### src/rtl/fwd_hazard_unit.sv
// fwd_hazard_unit
// Forwarding and hazard unit sitting behind the decode/ALU pipeline register.
// Keeps shadow copies of the MEM- and WB-stage destinations/results, picks the
// ALU operand sources, and raises a stall for load-use hazards and data-cache
// waits.
//
// Ports:
//   clk, rst                  clock, synchronous active-high reset
//   exRs1Addr/exRs2Addr       EX source addresses
//   exRs1Data/exRs2Data       EX register-file operands
//   exRdAddr/exRegWrite       EX destination and write enable
//   exIsLoad/exResult         EX load flag and ALU result
//   idRs1Addr/idRs2Addr       decode-stage source addresses
//   memLoadData/memWait       data-cache read data and not-ready flag
//   fwdData1/fwdData2         forwarded ALU operands
//   fwdSel1/fwdSel2           0 = register file, 1 = MEM shadow, 2 = WB shadow
//   stall                     freeze fetch/decode, zero the decode/ALU register
//   stallCount                saturating count of stalled cycles
module fwd_hazard_unit #(
    parameter int DATA_W = 32,
    parameter int ADDR_W = 5,
    parameter int CNT_W  = 16
) (
    input  logic              clk,
    input  logic              rst,
    input  logic [ADDR_W-1:0] exRs1Addr,
    input  logic [ADDR_W-1:0] exRs2Addr,
    input  logic [DATA_W-1:0] exRs1Data,
    input  logic [DATA_W-1:0] exRs2Data,
    input  logic [ADDR_W-1:0] exRdAddr,
    input  logic              exRegWrite,
    input  logic              exIsLoad,
    input  logic [DATA_W-1:0] exResult,
    input  logic [ADDR_W-1:0] idRs1Addr,
    input  logic [ADDR_W-1:0] idRs2Addr,
    input  logic [DATA_W-1:0] memLoadData,
    input  logic              memWait,
    output logic [DATA_W-1:0] fwdData1,
    output logic [DATA_W-1:0] fwdData2,
    output logic [1:0]        fwdSel1,
    output logic [1:0]        fwdSel2,
    output logic              stall,
    output logic [CNT_W-1:0]  stallCount
);

    typedef enum logic [1:0] {
        ST_RUN     = 2'd0,
        ST_LOADUSE = 2'd1,
        ST_WAIT    = 2'd2
    } state_t;

    localparam logic [1:0] SEL_RF  = 2'd0;
    localparam logic [1:0] SEL_MEM = 2'd1;
    localparam logic [1:0] SEL_WB  = 2'd2;

    logic [ADDR_W-1:0] mem_rd_q;
    logic              mem_we_q;
    logic              mem_is_load_q;
    logic [DATA_W-1:0] mem_val_q;
    logic [ADDR_W-1:0] wb_rd_q;
    logic              wb_we_q;
    logic [DATA_W-1:0] wb_val_q;
    state_t            state_q;
    state_t            state_d;
    logic              stall_d;
    logic              load_use_d;
    logic [CNT_W-1:0]  stall_cnt_q;
    logic [1:0]        sel1_d;
    logic [1:0]        sel2_d;

    // Source priority for one operand. A load sitting in MEM has no data yet,
    // so it is skipped; the load-use stall guarantees the consumer only gets
    // here once that load has reached WB.
    function automatic logic [1:0] pick_src(
        input logic [ADDR_W-1:0] src,
        input logic [ADDR_W-1:0] m_rd,
        input logic              m_we,
        input logic              m_ld,
        input logic [ADDR_W-1:0] w_rd,
        input logic              w_we
    );
        logic [1:0] sel;
        if (src == {ADDR_W{1'b0}}) begin
            sel = SEL_RF;
        end else if (m_we && (m_rd == src) && !m_ld) begin
            sel = SEL_MEM;
        end else if (w_we && (w_rd == src)) begin
            sel = SEL_WB;
        end else begin
            sel = SEL_RF;
        end
        return sel;
    endfunction

    // Operand source selection and data muxing for both ALU operands.
    always_comb begin
        sel1_d = pick_src(exRs1Addr, mem_rd_q, mem_we_q, mem_is_load_q, wb_rd_q, wb_we_q);
        sel2_d = pick_src(exRs2Addr, mem_rd_q, mem_we_q, mem_is_load_q, wb_rd_q, wb_we_q);
        case (sel1_d)
            SEL_MEM: fwdData1 = mem_val_q;
            SEL_WB:  fwdData1 = wb_val_q;
            default: fwdData1 = exRs1Data;
        endcase
        case (sel2_d)
            SEL_MEM: fwdData2 = mem_val_q;
            SEL_WB:  fwdData2 = wb_val_q;
            default: fwdData2 = exRs2Data;
        endcase
    end

    // Stall decision and next state; memWait outranks the load-use hazard.
    always_comb begin
        load_use_d = exIsLoad && exRegWrite && (exRdAddr != {ADDR_W{1'b0}}) &&
                     ((exRdAddr == idRs1Addr) || (exRdAddr == idRs2Addr));
        stall_d = 1'b0;
        state_d = state_q;
        if (rst) begin
            stall_d = 1'b0;
            state_d = ST_RUN;
        end else begin
            case (state_q)
                ST_RUN: begin
                    if (memWait) begin
                        stall_d = 1'b1;
                        state_d = ST_WAIT;
                    end else if (load_use_d) begin
                        stall_d = 1'b1;
                        state_d = ST_LOADUSE;
                    end else begin
                        stall_d = 1'b0;
                        state_d = ST_RUN;
                    end
                end
                // The bubble is already in EX; nothing more to hold.
                ST_LOADUSE: begin
                    stall_d = 1'b0;
                    if (memWait) begin
                        state_d = ST_WAIT;
                    end else begin
                        state_d = ST_RUN;
                    end
                end
                ST_WAIT: begin
                    if (memWait) begin
                        stall_d = 1'b1;
                        state_d = ST_WAIT;
                    end else begin
                        stall_d = 1'b0;
                        state_d = ST_RUN;
                    end
                end
                default: begin
                    stall_d = 1'b0;
                    state_d = ST_RUN;
                end
            endcase
        end
    end

    // State, saturating stall counter and MEM/WB shadow pipeline.
    always_ff @(posedge clk) begin
        if (rst) begin
            state_q       <= ST_RUN;
            stall_cnt_q   <= {CNT_W{1'b0}};
            mem_rd_q      <= {ADDR_W{1'b0}};
            mem_we_q      <= 1'b0;
            mem_is_load_q <= 1'b0;
            mem_val_q     <= {DATA_W{1'b0}};
            wb_rd_q       <= {ADDR_W{1'b0}};
            wb_we_q       <= 1'b0;
            wb_val_q      <= {DATA_W{1'b0}};
        end else begin
            state_q <= state_d;
            if (stall_d && (stall_cnt_q != {CNT_W{1'b1}})) begin
                stall_cnt_q <= stall_cnt_q + {{(CNT_W-1){1'b0}}, 1'b1};
            end
            if (!memWait) begin
                mem_rd_q      <= exRdAddr;
                mem_we_q      <= exRegWrite;
                mem_is_load_q <= exIsLoad;
                mem_val_q     <= exResult;
                wb_rd_q       <= mem_rd_q;
                wb_we_q       <= mem_we_q;
                wb_val_q      <= mem_is_load_q ? memLoadData : mem_val_q;
            end
        end
    end

    assign fwdSel1    = sel1_d;
    assign fwdSel2    = sel2_d;
    assign stall      = stall_d;
    assign stallCount = stall_cnt_q;

endmodule

### config.mk
export PLATFORM = sky130hd
export DESIGN_NAME = fwd_hazard_unit
export DESIGN_NICKNAME = d
export VERILOG_FILES = /design/src/rtl/fwd_hazard_unit.sv
export SDC_FILE = /design/constraint.sdc
export NUM_CORES = 1
export LEC_CHECK = 0
export CORE_UTILIZATION = 35
export CTS_BUF_LIST = sky130_fd_sc_hd__clkbuf_8
export CTS_CLUSTER_DIAMETER = 200
export DETAILED_ROUTE_END_ITERATION = 6
export GPL_TIMING_DRIVEN = 0
export PLACE_DENSITY = 0.69
export SETUP_SLACK_MARGIN = 0.05
export SLEW_MARGIN = 20
export SYNTH_ARGS = -nofsm -noshare
export SYNTH_HDL_FRONTEND = slang
export SYNTH_SLANG_ARGS = --single-unit
### constraint.sdc
create_clock -name clk -period 5.7 [get_ports clk]
set_input_delay 1.14 -clock clk [delete_from_list [all_inputs] [get_ports clk]]
set_output_delay 1.14 -clock clk [all_outputs]
set_load 0.005 [all_outputs]
==> flow_summary.ini <==
[worst_setup_path]
worstSetupPathType = in -> out
crit_chain = clkdlybuf4s50_1 -> xor2_1 -> nor4_1 -> nand3_1 -> or2_2 -> inv_1 -> ha_1 -> clkbuf_2 -> a22oi_1 -> o21ai_0 -> clkdlybuf4s50_1
required_ns = 4.56
critical_path.startpoint_type = primary input
path_max_fanout = 10
cp_slowest_cell = clkdlybuf4s50_1
max_stage_delay_ns = 0.57
crit_top_cell = clkdlybuf4s50_1
cp-end-kind = output pin
arrival_ns = 4.33

[routing]
antenna_left = 0
vias = 6306
drt_iter0_markers = 565
vias_per_cell = 5.32
post-route-drc-count = 0
dr.pass1.iters = 5
wirelength_microns = 22700
wl_per_cell_microns = 19.2

[floorplanning]
die_w_microns = 128
initial_core_util_pct = 36.2
top_level_ports = 243
die_h_microns = 128
design.die.area_sq_um = 16400
row_count = 45
core-area_sq_um = 15300

[sta]
finalHoldViolCount = 0
skew_ns = 0.0150
fmax_mhz = 183
tns_ns = 0
rsz0062_at_grt = false
setup_ws_ns = 0.228
worst_pin_slew_ns = 0.742
finalMaxSlewViolations = 0
setup_viol = 0
slew-limit-headroom_pct = 50.5
fin_crit_ns = 5.47
fin_crit_sh_pct = 96.0
hold_slack_ns = 0.527

[layout]
fin_nets = 1135
final_cells = 1185
syn_to_final_growth_pct = 51.8
layout-drive-gt1-share_pct = 5.03
postLayoutCoreUtil_pct = 55.0
n_antenna_cell = 0

[cts]
cts_tree = built
clock-sinks = 95
clock_path_buffers = 2
path_clk_slew_ns = 0.08
cts_max_level = 3
insertion_delay_ns = 0.38
clockRootBuffer = clkbuf_8
numCtsBuffers = 9

[power_and_ir_drop]
leakage_uw = 0.00325
ir_drop_mv = 0.106
p_per_area_nw_per_um2 = 180

[placed_design]
dpl.cell_count = 1171
io_buffers = 241
gp_congestion = 0.898
dp_hpwl_microns = 17300
place_worst_setup_slack_ns = -0.133

[outcome]
status = completed

[synthesis]
yosysTopAreaCell = dfxtp_1
synth_area_sq_um = 5550
ys_ff_latch = 95
mappedNetlistNets = 885
ys_types = 40
async_flop_share_pct = 0
synth_top_area_share_pct = 34.3
ys_seq_area_share_pct = 34.3
synth_area_leaders = dfxtp_1 34%, mux2i_1 14%, a22oi_1 8.7%
synth-edff-count = 0
synthFlopType = dfxtp_1
avgSynthCellArea_sq_um = 7.72
yosys_warnings = 0
syn_inst = 719

[hold_path]
hold_path_class = reg -> reg

[job]
drv_cap = 0

[global_route]
track_usage_pct = 27.4
grt_pass1_vias = 5925
grt_max_degree = 15
grt_overflow = 0
antenna_found_initial = 2
grt_pass1_wl_microns = 33800
-- repair_timing --
action	CTS	global route
setup endpoints to repair	32	61
setup buffers	0	0
gates resized for setup	7	13
hold buffers	0	0
hold endpoints to repair	0	0
pin swaps	0	0
-- synthesized netlist by cell type (all sizes together) (4+ instances only) --
cell type	n
nor2	120
dfxtp	95
nand2	84
mux2i	77
o21ai	72
a22oi	64
a21oi	44
clkbuf	41
buf	14
xnor2	14
xor2	14
nand3	13
ha	8
inv	8
or3	7
nor4	5
or4	5
and2	4
nand4	4
-- cell type report --
class                           instances  area, sq um
Buffer                                 53          236
Clock buffer                           10          138
Clock inverter                          6         53.8
Fill cell                            1510         6890
Inverter                                8         30.0
Multi-Input combinational cell        561         3390
Sequential cell                        95         1900
Tap cell                              211          264
Timing Repair Buffer                  241         2410
-- per-stage QoR --
| stage | area [sq um] | total power (uW) |
|---|---|---|
| 2_1_floorplan | 5550 | 869 |
| 3_3_place_gp | 8230 | 1070 |
| 3_5_place_dp | 8230 | 1080 |
| 4_1_cts | 8430 | 1520 |
| 5_1_grt | 8430 | 1580 |
| 6_report | 8430 | 1520 |
-- critical path, delay by kind of cell --
| family | cells | cell delay (ns) |
|---|---|---|
| buf+inv | 4 | 1.53 |
| simple gates | 3 | 0.72 |
| compound gates | 2 | 0.52 |
| fa+ha+maj | 1 | 0.26 |
| xor+xnor | 1 | 0.17 |
-- cell usage in the layout, fill, tap and decap left out, types with 12 or more instances in the layout --
master           Yosys  routed
clkdlybuf4s50_1      0     241
nor2_1             120     120
dfxtp_1             95      95
nand2_1             84      84
mux2i_1             77      77
o21ai_0             71      71
a22oi_1             64      64
a21oi_1             42      42
clkbuf_1            41      26
xor2_1              14      14
xnor2_1             14      14
nand3_1             12      12
-- power breakdown --
group / switching, uW / internal, uW
sequential: 29.7 / 693
combinational: 137 / 206
clock: 240 / 210
-- logic make-up (layout without fill, tap and decap cells) --
family | Yosys count | in the layout | synth area share [%]
flip-flops | 95 | 95 | 34.3
buffers and inverters | 63 | 318 | 4.62
multiplexers | 77 | 77 | 13.9
AO/OA/AOI/OAI | 194 | 194 | 21.5
XOR/XNOR | 28 | 28 | 4.42
AND/OR/NAND/NOR | 254 | 254 | 19.5
adder cells (fa/ha/maj) | 8 | 8 | 1.80
-- final timing paths --
path / from / endpoint / slack, ns / depth (start not counted)
max: exRs1Addr[3] / fwdData1[5] / 0.23 / 11
min: mem_we_q$_SDFFE_PP0N_ / mem_we_q$_SDFFE_PP0N_ / 0.53 / 2
max reg2reg: state_q[0]$_SDFF_PP0_ / stallCount[0]$_SDFFE_PP0P_ / 3.78 / 8
min reg2reg: mem_we_q$_SDFFE_PP0N_ / mem_we_q$_SDFFE_PP0N_ / 0.53 / 2
-- sequential cells by signal, summed over array words and instances (netlist names) --
name / cells
mem_rd_q: 5
wb_rd_q: 5
mem_is_load_q: 1
wb_val_q: 32
stallCount: 16
wb_we_q: 1
mem_we_q: 1
mem_val_q: 32
state_q: 2
-- metal layers --
| metal | track usage [%] | vias up | share of wire, % |
|---|---|---|---|
| met1 | 32.7 | 2893 | 40 |
| met5 | 0 | - | 0.11 |
| met3 | 7.22 | 48 | 9.3 |
| met4 | 11.7 | 4 | 3.4 |
| li1 | - | 3038 | - |
| met2 | 46.5 | 323 | 47 |
Power figures use the tool's default switching activity.
